### config.mk
export PLATFORM = sky130hd
export DESIGN_NAME = point_stream_collector
export DESIGN_NICKNAME = d
export VERILOG_FILES = /design/src/rtl/point_stream_collector.sv
export SDC_FILE = /design/constraint.sdc
export NUM_CORES = 1
export LEC_CHECK = 0
export BUFFER_PORTS_ARGS = -buffer_cell sky130_fd_sc_hd__buf_2
export CORE_UTILIZATION = 49
export CTS_CLUSTER_SIZE = 25
export DETAILED_ROUTE_END_ITERATION = 10
export PLACE_DENSITY = 0.67
export SETUP_SLACK_MARGIN = 0.15
export SLEW_MARGIN = 10
export SYNTH_ARGS = -nofsm -noshare
export SYNTH_HDL_FRONTEND = slang
export SYNTH_SLANG_ARGS = --single-unit
### constraint.sdc
create_clock -name clk -period 33.2 [get_ports clk]
set_clock_uncertainty 0.2 [all_clocks]
set_input_delay 3.32 -clock clk [delete_from_list [all_inputs] [get_ports clk]]
set_output_delay 3.32 -clock clk [all_outputs]
set_load 0.02 [all_outputs]
### src/rtl/point_stream_collector.sv
// Tags per-point (x,y) updates from the core with index/frame and buffers them
// in a first-word-fall-through FIFO that feeds a valid/ready output stream.
module point_stream_collector #(
    parameter int POINTS     = 5,
    parameter int FIFO_DEPTH = 8,
    parameter int W          = 32
) (
    input  logic         clk,
    input  logic         reset,
    input  logic         in_valid,
    input  logic         in_first,
    input  logic [W-1:0] in_x,
    input  logic [W-1:0] in_y,
    output logic         out_valid,
    input  logic         out_ready,
    output logic [W-1:0] out_x,
    output logic [W-1:0] out_y,
    output logic [7:0]   out_idx,
    output logic [15:0]  out_frame,
    output logic         out_last,
    output logic [15:0]  overflow_count,
    output logic         align_err
);
    localparam int AW = $clog2(FIFO_DEPTH);
    localparam logic [7:0] LAST_IDX = 8'(POINTS - 1);

    typedef enum logic {SYNC, CAPTURE} state_t;

    state_t         state, state_nx;
    logic [7:0]     idx, idx_nx, tag_idx;
    logic [15:0]    frame, frame_nx, tag_frame;
    logic           accept, mis_first;

    logic [W-1:0]   mem_x     [FIFO_DEPTH];
    logic [W-1:0]   mem_y     [FIFO_DEPTH];
    logic [7:0]     mem_idx   [FIFO_DEPTH];
    logic [15:0]    mem_frame [FIFO_DEPTH];
    logic [AW:0]    wr_ptr, rd_ptr;
    logic           empty, full, push, pop, drop;

    logic [W-1:0]   hold_x, hold_y;
    logic [7:0]     hold_idx;
    logic [15:0]    hold_frame;

    always_comb begin
        state_nx  = state;
        idx_nx    = idx;
        frame_nx  = frame;
        tag_idx   = idx;
        tag_frame = frame;
        accept    = 1'b0;
        mis_first = 1'b0;
        case (state)
            SYNC: begin
                if (in_valid && in_first) begin
                    accept    = 1'b1;
                    tag_idx   = '0;
                    tag_frame = '0;
                    idx_nx    = 8'd1;
                    frame_nx  = '0;
                    state_nx  = CAPTURE;
                end
            end
            CAPTURE: begin
                if (in_valid) begin
                    accept = 1'b1;
                    // Early in_first closes the partial frame and restarts at idx 0 of the next one.
                    if (in_first && idx != '0) begin
                        mis_first = 1'b1;
                        tag_idx   = '0;
                        tag_frame = frame + 16'd1;
                        idx_nx    = 8'd1;
                        frame_nx  = frame + 16'd1;
                    end else if (idx == LAST_IDX) begin
                        idx_nx   = '0;
                        frame_nx = frame + 16'd1;
                    end else begin
                        idx_nx = idx + 8'd1;
                    end
                end
            end
            default: state_nx = SYNC;
        endcase
    end

    assign empty = (wr_ptr == rd_ptr);
    assign full  = (wr_ptr[AW] != rd_ptr[AW]) && (wr_ptr[AW-1:0] == rd_ptr[AW-1:0]);
    assign pop   = !empty && out_ready;
    assign push  = accept && (!full || pop);
    assign drop  = accept && full && !pop;

    always_ff @(posedge clk) begin
        if (reset) begin
            state          <= SYNC;
            idx            <= '0;
            frame          <= '0;
            wr_ptr         <= '0;
            rd_ptr         <= '0;
            overflow_count <= '0;
            align_err      <= 1'b0;
            hold_x         <= '0;
            hold_y         <= '0;
            hold_idx       <= '0;
            hold_frame     <= '0;
        end else begin
            state <= state_nx;
            idx   <= idx_nx;
            frame <= frame_nx;
            if (push) wr_ptr <= wr_ptr + 1'b1;
            if (pop) begin
                rd_ptr     <= rd_ptr + 1'b1;
                hold_x     <= mem_x[rd_ptr[AW-1:0]];
                hold_y     <= mem_y[rd_ptr[AW-1:0]];
                hold_idx   <= mem_idx[rd_ptr[AW-1:0]];
                hold_frame <= mem_frame[rd_ptr[AW-1:0]];
            end
            if (drop && overflow_count != 16'hFFFF) overflow_count <= overflow_count + 16'd1;
            if (mis_first) align_err <= 1'b1;
        end
    end

    always_ff @(posedge clk) begin
        if (push) begin
            mem_x[wr_ptr[AW-1:0]]     <= in_x;
            mem_y[wr_ptr[AW-1:0]]     <= in_y;
            mem_idx[wr_ptr[AW-1:0]]   <= tag_idx;
            mem_frame[wr_ptr[AW-1:0]] <= tag_frame;
        end
    end

    // When empty the outputs show the last popped entry rather than stale storage.
    assign out_valid = !empty;
    assign out_x     = empty ? hold_x     : mem_x[rd_ptr[AW-1:0]];
    assign out_y     = empty ? hold_y     : mem_y[rd_ptr[AW-1:0]];
    assign out_idx   = empty ? hold_idx   : mem_idx[rd_ptr[AW-1:0]];
    assign out_frame = empty ? hold_frame : mem_frame[rd_ptr[AW-1:0]];
    assign out_last  = !empty && (mem_idx[rd_ptr[AW-1:0]] == LAST_IDX);

endmodule

==> impl_metrics.csv <==
group,metric,value,unit
critical_path,endpoint,"out_y[0]",
timing,rsz0062_at_grt,"no",
placed_design,hpwl,39.8,mm
timing,period_share,25.4,%
critical_path,worstPathRequired,29.68,ns
die,die_w,262,um
global_route,grt_remaining_overflow,0,
route,drt-total-wl,71.2,mm
cts,clock_sinks,845,
critical_path,r2r_setup_slack,28.78,ns
cts,cts-hold-fix-buffers,0,
critical_path,cp_max_fo,54,
final_layout,final_common_cell,"edfxtp_1",
synthesis,ys_seq_elements,845,
cts,cts.htree.levels,3,
final_layout,nets,2164,
route,routedWlPerCell,23.5,um
synthesis,synth_cell_type_count,56,
cts,tritoncts,"built",
critical_path,cp-end-kind,"output port",
final_layout,final_area,37800,sq um
route,drtAntennaViolNets,0,
synthesis,yosysWarnings,0,
run_status,status,"completed",
critical_path,crit_type,"flip-flop to output port",
global_route,grt_pass1_wl,108,mm
power_and_ir_drop,ir_drop,57.2,uV
synthesis,synth_edf_count,704,
global_route,grt_pass1_vias,18000,
timing,drv_slew,0,
critical_path,start_kind,"flip-flop",
flow_run,maxCapViolCount,0,
cts,clk_pin_slew,0.06,ns
route,avgViaCountPerCell,5.86,
synthesis,syn_nets,1988,
cts,ctsResizeCount,0,
timing,fin_tns_setup,0,ns
die,row_count,94,
cts,cts_buffer_depth,3,
final_layout,final_cell_mix,"edfxtp_1 (704), nor2_1 (210), mux4_2 (176)",
timing,worstMarginPinSlew,1.26,ns
critical_path,reg2reg_depth,6,
route,drtIter0Drc,1217,
synthesis,ys_seq_area_share,72.5,%
timing,finalHoldViolCount,0,
final_layout,final_layout_size_suffix_gt1_share,25.1,%
cts,clockRootBuffer,"clkbuf_16",
route,drtPass1Iterations,7,
timing,clock.fmax,118,MHz
die,ioPinCount,176,
critical_path,crit_arrival,4.93,ns
final_layout,utilization,57.1,%
global_route,antenna_found_initial,6,
critical_path,rr_endpoint,"hold_x[12]",
route,vias,17800,
power_and_ir_drop,powerDensity,70.7,nW/um^2
cts,clk-insertion-delay-late,0.63,ns
synthesis,yosys_most_used_dff,"edfxtp_1",
synthesis,synth_cells,1913,
final_layout,area_delta_synth_final,14.4,%
die,core,66200,sq um
timing,setup_viol,0,
global_route,grt_max_degree,160,
cts,post_cts_buffers,0,
die,die_y,262,um
die,dieArea,68500,sq um
timing,period_needed,8.45,ns
route,drc_errors,0,
placed_design,gp_congestion,0.796,
placed_design,place_area,34800,sq um
global_route,grtUsageTotal,21.1,%
synthesis,synth_async_sr_flop_share,0,%
timing,max_slew_margin,15.2,%
synthesis,syn_avg_cell_area,17.3,sq um
min_path,min_path_type,"flip-flop to flip-flop",
placed_design,io_buffers,175,
final_layout,nFillCells,4967,
cts,numCtsBuffers,87,
power_and_ir_drop,power.total,2.68,mW
die,initial_core_util,49.9,%
synthesis,synth_area,33100,sq um
power_and_ir_drop,p_leak,12.1,nW
-- synthesized netlist by cell type, types with 6 or more instances --
master | instances | area (sq um)
nor3_1 | 14 | 70.1
a211oi_1 | 92 | 691
or3_1 | 6 | 37.5
mux4_2 | 176 | 3960
nand2_1 | 43 | 161
a21oi_1 | 118 | 591
ha_1 | 6 | 75.1
o31ai_1 | 15 | 113
edfxtp_1 | 704 | 21100
nand2b_1 | 6 | 37.5
clkbuf_1 | 62 | 233
o21ai_0 | 23 | 115
dfxtp_1 | 141 | 2820
xnor2_1 | 17 | 149
and3_1 | 9 | 56.3
buf_1 | 20 | 75.1
nand3_1 | 16 | 80.1
or4_1 | 9 | 67.6
buf_2 | 36 | 180
a31oi_1 | 8 | 50.1
inv_1 | 16 | 60.1
and2_1 | 8 | 50.1
nand4_1 | 13 | 81.3
nor2_1 | 212 | 796
mux2i_1 | 90 | 901
-- cells by family (layout without fill, tap and decap cells) --
kind of cell | count (synthesis) | count (layout) | synth area share, %
muxes | 271 | 271 | 14.9
and+or+nand+nor | 353 | 353 | 4.75
other | 0 | 2 | 0
DFF | 845 | 845 | 72.5
AOI/OAI and AO/OA | 279 | 279 | 5.31
buffers and inverters | 137 | 388 | 1.74
adders and majority gates | 6 | 6 | 0.227
xor gates and xnor gates | 22 | 22 | 0.583
-- power breakdown --
group / internal [mW] / switching, mW
Sequential: 1.18 / 0.0209
Combinational: 0.171 / 0.301
Clock: 0.599 / 0.402
-- worst min-delay path by stage --
stage / endpoint / depth (start not counted) / startpoint / slack [ns]
4_1_cts: hold_idx[2] / 2 / hold_idx[2] / 0.26
3_5_place_dp: hold_idx[2] / 2 / hold_idx[2] / 0.25
6_report: hold_idx[2] / 2 / hold_idx[2] / 0.26
2_1_floorplan: hold_idx[2] / 2 / hold_idx[2] / 0.24
3_3_place_gp: hold_idx[2] / 2 / hold_idx[2] / 0.25
5_1_grt: hold_idx[2] / 2 / hold_idx[2] / 0.29
-- per-layer routing --
metal | global-route usage [%] | part of all wire (%) | routed length, um | vias up
met5 | 0 | 0.062 | 44 | -
met4 | 5.20 | 1.9 | 1380 | 8
met3 | 4.31 | 6.5 | 4610 | 102
met2 | 35.4 | 50 | 35500 | 524
met1 | 28.4 | 42 | 29700 | 9153
li1 | - | - | - | 7980
-- through the flow --
stage / hold slack (ns) / setup slack [ns] / cells
2_1_floorplan: 0.237 / 20.33 / 1913
3_3_place_gp: 0.248 / 25.21 / 2864
3_5_place_dp: 0.254 / 25.20 / 2864
4_1_cts: 0.263 / 24.50 / 3028
5_1_grt: 0.285 / 24.24 / 3029
6_report: 0.264 / 24.75 / 3030
-- sequential cells by signal (all words and copies together), names as in the netlist, 8 cells and up, named ones only --
signal	flops
frame	16
hold_frame	16
hold_idx	8
hold_x	32
hold_y	32
idx	8
mem_frame	128
mem_idx	64
mem_x	256
mem_y	256
overflow_count	16
-- critical path, stage by stage (launching register included) --
cell	delay (ns)
dfxtp_4	0.58
buf_4	0.58
buf_4	0.82
buf_4	0.97
mux4_2	0.61
mux2i_1	0.18
a21oi_1	0.17
buf_2	0.26
-- final cells by class --
class | count | area, sq um | area share [%]
Timing Repair Buffer | 208 | 1140 | 3.01
Sequential cell | 845 | 24000 | 63.4
Tap cell | 864 | 1080 | 2.86
Antenna cell | 2 | 5.00 | 0.0132
Clock buffer | 119 | 2410 | 6.37
Multi-Input combinational cell | 931 | 8590 | 22.7
Clock inverter | 45 | 561 | 1.48
Inverter | 16 | 60.1 | 0.159
(Power assumes the default switching activity.)
